[src/rtl/cm_pkg.sv]
// cm_pkg: shared types for the common arbiter / dispatcher family.
//   t_arb_algo : selection policy (lowest or highest eligible index)
//   t_disp_st  : dispatcher holding-register state
package cm_pkg;

   typedef enum logic {
      ARB_MIN,
      ARB_MAX
   } t_arb_algo;

   typedef enum logic {
      DISP_EMPTY,
      DISP_FULL
   } t_disp_st;

endpackage

[src/rtl/cm_prio_sel.sv]
// cm_prio_sel: combinational priority selector.
//   i_req [N] : request / eligibility vector
//   o_gnt [N] : one-hot of the lowest (ARB_MIN) or highest (ARB_MAX) set bit of i_req
//   o_any     : at least one bit of i_req is set
module cm_prio_sel
   import cm_pkg::*;
#(
   parameter int unsigned N    = 4,
   parameter t_arb_algo   ALGO = ARB_MIN
) (
   input  logic [N-1:0] i_req,
   output logic [N-1:0] o_gnt,
   output logic         o_any
);

   always_comb begin
      o_gnt = '0;
      if (ALGO == ARB_MIN) begin
         // Scan downwards so the lowest set bit is the last one written.
         for (int i = int'(N) - 1; i >= 0; i--) begin
            if (i_req[i]) begin
               o_gnt    = '0;
               o_gnt[i] = 1'b1;
            end
         end
      end else begin
         for (int i = 0; i < int'(N); i++) begin
            if (i_req[i]) begin
               o_gnt    = '0;
               o_gnt[i] = 1'b1;
            end
         end
      end
   end

   assign o_any = |i_req;

endmodule

[src/rtl/cm_dispatch.sv]
// cm_dispatch: single-stream-in, N-stream-out dispatcher.
//   i_clk, i_rst        : clock, asynchronous active-high reset
//   i_vld/o_rdy/i_data  : input beat handshake and payload
//   i_mask              : sinks eligible for this beat (bit k = sink k)
//   o_vld/i_rdy         : per-sink handshake; at most one o_vld bit high
//   o_data              : payload shared by all sinks
//   o_drop, o_drop_cnt  : pulse and saturating count for beats accepted with an empty mask
module cm_dispatch
   import cm_pkg::*;
#(
   parameter int unsigned N_SINK = 4,
   parameter int unsigned DATA_W = 8,
   parameter t_arb_algo   ALGO   = ARB_MIN,
   parameter int unsigned CNT_W  = 8
) (
   input  logic              i_clk,
   input  logic              i_rst,
   input  logic              i_vld,
   output logic              o_rdy,
   input  logic [DATA_W-1:0] i_data,
   input  logic [N_SINK-1:0] i_mask,
   output logic [N_SINK-1:0] o_vld,
   input  logic [N_SINK-1:0] i_rdy,
   output logic [DATA_W-1:0] o_data,
   output logic              o_drop,
   output logic [CNT_W-1:0]  o_drop_cnt
);

   t_disp_st          r_st;
   logic [N_SINK-1:0] r_sel;
   logic [DATA_W-1:0] r_data;
   logic              r_drop;
   logic [CNT_W-1:0]  r_drop_cnt;

   logic [N_SINK-1:0] w_gnt;
   logic              w_any;
   logic              w_drain;
   logic              w_accept;

   cm_prio_sel #(
      .N    (N_SINK),
      .ALGO (ALGO)
   ) u_prio_sel (
      .i_req (i_mask),
      .o_gnt (w_gnt),
      .o_any (w_any)
   );

   // Only the selected sink's ready matters; this is the accepted i_rdy -> o_rdy path.
   assign w_drain  = (r_st == DISP_FULL) && (|(r_sel & i_rdy));
   assign o_rdy    = (r_st == DISP_EMPTY) || w_drain;
   assign w_accept = i_vld && o_rdy;

   always_ff @(posedge i_clk or posedge i_rst) begin
      if (i_rst) begin
         r_st       <= DISP_EMPTY;
         r_sel      <= '0;
         r_data     <= '0;
         r_drop     <= 1'b0;
         r_drop_cnt <= '0;
      end else begin
         r_drop <= 1'b0;
         if (w_accept && w_any) begin
            // Load over a draining beat in the same edge: no bubble.
            r_st   <= DISP_FULL;
            r_sel  <= w_gnt;
            r_data <= i_data;
         end else begin
            if (w_drain) begin
               r_st <= DISP_EMPTY;
            end
            if (w_accept) begin
               r_drop <= 1'b1;
               if (r_drop_cnt != '1) begin
                  r_drop_cnt <= r_drop_cnt + 1'b1;
               end
            end
         end
      end
   end

   assign o_vld      = (r_st == DISP_FULL) ? r_sel : '0;
   assign o_data     = r_data;
   assign o_drop     = r_drop;
   assign o_drop_cnt = r_drop_cnt;

endmodule

[config.mk]
export PLATFORM = sky130hd
export DESIGN_NAME = cm_dispatch
export DESIGN_NICKNAME = d
export VERILOG_FILES = /design/src/rtl/cm_pkg.sv /design/src/rtl/cm_prio_sel.sv /design/src/rtl/cm_dispatch.sv
export SDC_FILE = /design/constraint.sdc
export NUM_CORES = 1
export LEC_CHECK = 0
export ABC_AREA = 1
export CAP_MARGIN = 20
export CORE_UTILIZATION = 35
export CTS_CLUSTER_SIZE = 8
export DETAILED_ROUTE_END_ITERATION = 8
export HOLD_SLACK_MARGIN = 0.05
export PLACE_DENSITY = 0.78
export SETUP_SLACK_MARGIN = 0.5
export SYNTH_ARGS = -nofsm -noshare
export SYNTH_HDL_FRONTEND = slang
export SYNTH_SLANG_ARGS = --single-unit
[constraint.sdc]
create_clock -name i_clk -period 1.37 [get_ports i_clk]
set_input_delay 0.2055 -clock i_clk [delete_from_list [all_inputs] [get_ports i_clk]]
set_output_delay 0.2055 -clock i_clk [all_outputs]
set_load 0.01 [all_outputs]
==> impl_summary.txt <==
----------------------------------------------------
[Clock network]
  Clock slew seen by the registers of the worst setup and hold paths ... 0.13 ns
  Insertion delay to the later sink of the worst-skew pair ... about 0.31 ns
  Root cell of the clock tree ... sky130_fd_sc_hd__clkbuf_4
  CTS tree ... done
  Post-CTS Hold Fix Bufs ... 0
  Buffer levels on the longest clock path ... 2
  Number of H-tree levels ... 1
  CTS buffer count ... 3
  Number of clock sinks ... 22

[Status]
  Violated checks ... DRC, setup timing
  Run status ... complete, but fails checks

[Timing]
  Max Slew Vio Count ... 0
  Final period util ... 100%
  Final worst clock skew ... ~0.0074 ns
  Worst slew margin ... 79.8%
  Post-Route Hold Slack ... 0.216 ns
  Upper clock frequency limit ... approximately 0.73 GHz
  Final worst setup slack ... -0.00242 ns
  Transition time of the tightest slew-check pin ... roughly 0.30 ns
  Hold violation count in the final report ... 0
  RSZ-0062 raised after global routing ... true
  Setup TNS ... -0.00242 ns
  Tmin final ... 1.37 ns
  Final setup vio count ... 1

[Drt]
  Post-Route WL ... between 2000 and 3000 microns
  DRC violations left ... 5
  Vias ... 1155
  Pre-Repair DR Iteration Count ... 7
  Count of antenna-violating nets left after detailed routing ... 0
  Initial detailed-routing violation count ... 55
  Per-cell via count in the routed design ... around 4.3
  DR WL/cell ... about 11 microns

[Final layout]
  Sequential cell area ... 554 sq um
  Layout overhead on the synthesized area ... 81.0%
  Area occupied by multi-input gates ... 586 sq um
  Fraction of layout cells with a size suffix above 1 ... a little under half
  Count of placed standard cells in the final layout, fillers left out ... between 200 and 300
  Post-layout utilization of the core ... 69.2%
  Number of antenna repair diodes ... 0
  Number of nets in the finished design ... between 200 and 250
  Fill cell count ... ~210
  Post-route design area ... 1990 sq um

[Synth]
  Post-synth design cell area ... around 1100 sq um
  Syn Inst Count ... 142
  Seq/Total Area, Yosys ... roughly half
  Syn_nets ... roughly 160
  Warning count from the yosys run ... 0
  Flip-flop and latch count after synthesis ... 22
  Count of different cell masters after synthesis ... 17
  Synthesized area per cell ... 7.75 sq um

[Floorplan]
  Die height ... 58.1 microns
  Die outline width ... around 58 microns
  Initial standard-cell utilization of the core ... a little under two fifths
  Placeable Area ... approximately 2900 sq um
  Floorplan die area ... ~3400 sq um
  Site Rows ... 19
  Boundary pin count ... 41

[Worst setup path]
  Data arrival, critical path ... 1.17 ns
  Required time at the endpoint of the critical path ... ~1.2 ns
  Worst Path Class, Setup ... flip-flop to primary output
  Kind of start point of the critical path ... flip-flop
  Setup crit end kind ... primary output
  Critical path peak fanout ... 3

[GRT]
  Total global routing overflow ... 0
  Initial antenna violation count ... 0
  All-layer global routing usage ... a little under a fifth
  First-pass GRT wire length ... between 4000 and 5000 microns
  Pin count of the biggest net entering global routing ... 23
  Via count of the first global-routing pass ... between 1k and 1.5k

[Power and ir drop]
  Sum of internal, switching and leakage power ... ~3.2 mW
  P_int ... roughly 2.1 mW
  Peak supply drop ... 1.04 mV
  Switch Pwr ... approximately 1.1 mW
  Sequential group share of total power ... between 30% and 40%
  Switching share of total power ... ~35%
  PD cells ... 1610 nW/um^2
  Combinational group share of total power ... approximately 54%
  Leakage dissipation ... 1.10 nW
  Power share of the clock group ... between 10% and 20%

[Placed design]
  Cell Area, Placed ... around 1700 sq um
  Worst setup slack before clock tree synthesis ... -0.241 ns
  Detailed Place HPWL ... 1810 microns
  Input/output buffers ... 40
  Cells after DPL ... about 240
  Weighted congestion at the end of routability-driven global placement ... 0.786

[Min path]
  Worst min path class ... input pin to asynchronous set/reset pin

[Job]
  Number of maximum-capacitance constraint violations ... 0

----------------------------------------------------
[path summary, 6_finish.rpt]
check / endpoint / slack, ns / cells past startpoint / from
hold reg to reg: o_data[1] / 0.49 / 2 / o_data[1]
setup / recovery: o_rdy / -0.002 / 5 / r_sel[1]
setup reg to reg: r_sel[1] / -0.002 / 9 / r_sel[1]
min in group i_clk: o_data[6] / 0.43 / 3 / i_data[6]
max in group asynchronous: o_drop_cnt[5] / 0.91 / 3 / i_rst
hold / removal: o_drop_cnt[2] / 0.22 / 3 / i_rst
[power by group through the flow]
stage               Clock (mW)  Combinational, mW  Sequential (mW)
global route             0.540               1.89            0.994
detailed placement           0               1.12             1.00
finish                   0.495               1.74            0.976
CTS                      0.510               1.36            0.961
global placement             0               1.08            0.993
floorplan                    0              0.439             1.06
[cell families (layout without fill, tap and decap cells)]
logic type	Yosys count	after routing	synth area share (%)
AND/OR/NAND/NOR	96	96	38.2
flip-flops	22	22	50.1
buffers and inverters	17	99	6.48
XOR/XNOR	4	4	3.19
AO/OA/AOI/OAI	2	2	0.910
adder cells (fa/ha/maj)	1	1	1.14
[critical path, stage by stage, from the launching register on]
cell and delay, ns:
sky130_fd_sc_hd__dfrtp_1 0.42, sky130_fd_sc_hd__nand2_1 0.07, sky130_fd_sc_hd__inv_1 0.04, sky130_fd_sc_hd__nor2_2 0.14, sky130_fd_sc_hd__nand2_4 0.08, sky130_fd_sc_hd__buf_6 0.12
[metal layers]
metal  global-route usage [%]  vias up  part of all wire, %
met5                        0        -                    0
met4                     7.82        0                 0.57
met3                     2.46        2                  5.9
met2                     33.7       36                   54
met1                     21.7      525                   39
li1                         -      592                    -
[cell usage after synthesis]
library cell               number  area, sq um
sky130_fd_sc_hd__ha_1           1         12.5
sky130_fd_sc_hd__dfrtp_1       22          551
sky130_fd_sc_hd__inv_2          1         3.75
sky130_fd_sc_hd__nand2_1       76          285
sky130_fd_sc_hd__nor2_4         2         22.5
sky130_fd_sc_hd__o21ai_0        2         10.0
sky130_fd_sc_hd__inv_1         15         56.3
sky130_fd_sc_hd__nand3_2        1         10.0
sky130_fd_sc_hd__xor2_1         4         35.0
sky130_fd_sc_hd__nand3b_4       1         20.0
sky130_fd_sc_hd__nand4_2        1         12.5
sky130_fd_sc_hd__buf_6          1         11.3
sky130_fd_sc_hd__nand4_1        1         6.26
sky130_fd_sc_hd__nand2_2        1         6.26
sky130_fd_sc_hd__or2_1          2         12.5
sky130_fd_sc_hd__nand3_1        3         15.0
sky130_fd_sc_hd__nor2_1         8         30.0
[registers in the layout, summed over array words and instances (netlist names)]
name / flops
o_drop: 1
r_st: 1
o_data: 8
o_drop_cnt: 8
r_sel: 4
[cell type report]
type	count	area share, %
Clock buffer	3	1.13
Clock inverter	1	1.51
Inverter	16	3.27
Multi-Input combinational cell	103	29.4
Sequential cell	22	27.8
Tap cell	42	2.64
Timing Repair Buffer	79	34.2
[placed cells by master (no fill, tap or decap), drive strengths merged]
| cell type | count |
|---|---|
| ha | 1 |
| nand3b | 1 |
| nand2 | 77 |
| buf | 61 |
| clkbuf | 3 |
| o21ai | 2 |
| or2 | 2 |
| inv | 16 |
| clkdlybuf4s50 | 18 |
| nand4 | 2 |
| xor2 | 4 |
| bufinv | 1 |
| nand3 | 4 |
| dfrtp | 22 |
| nor2 | 10 |
[timing repair]
item | 4_1_cts | 5_1_grt
resized for setup | 108 | 34
setup endpoints to repair | 44 | 44
setup buffers | 19 | 8
pin swaps | 14 | 21
(Power assumes the default switching activity.)
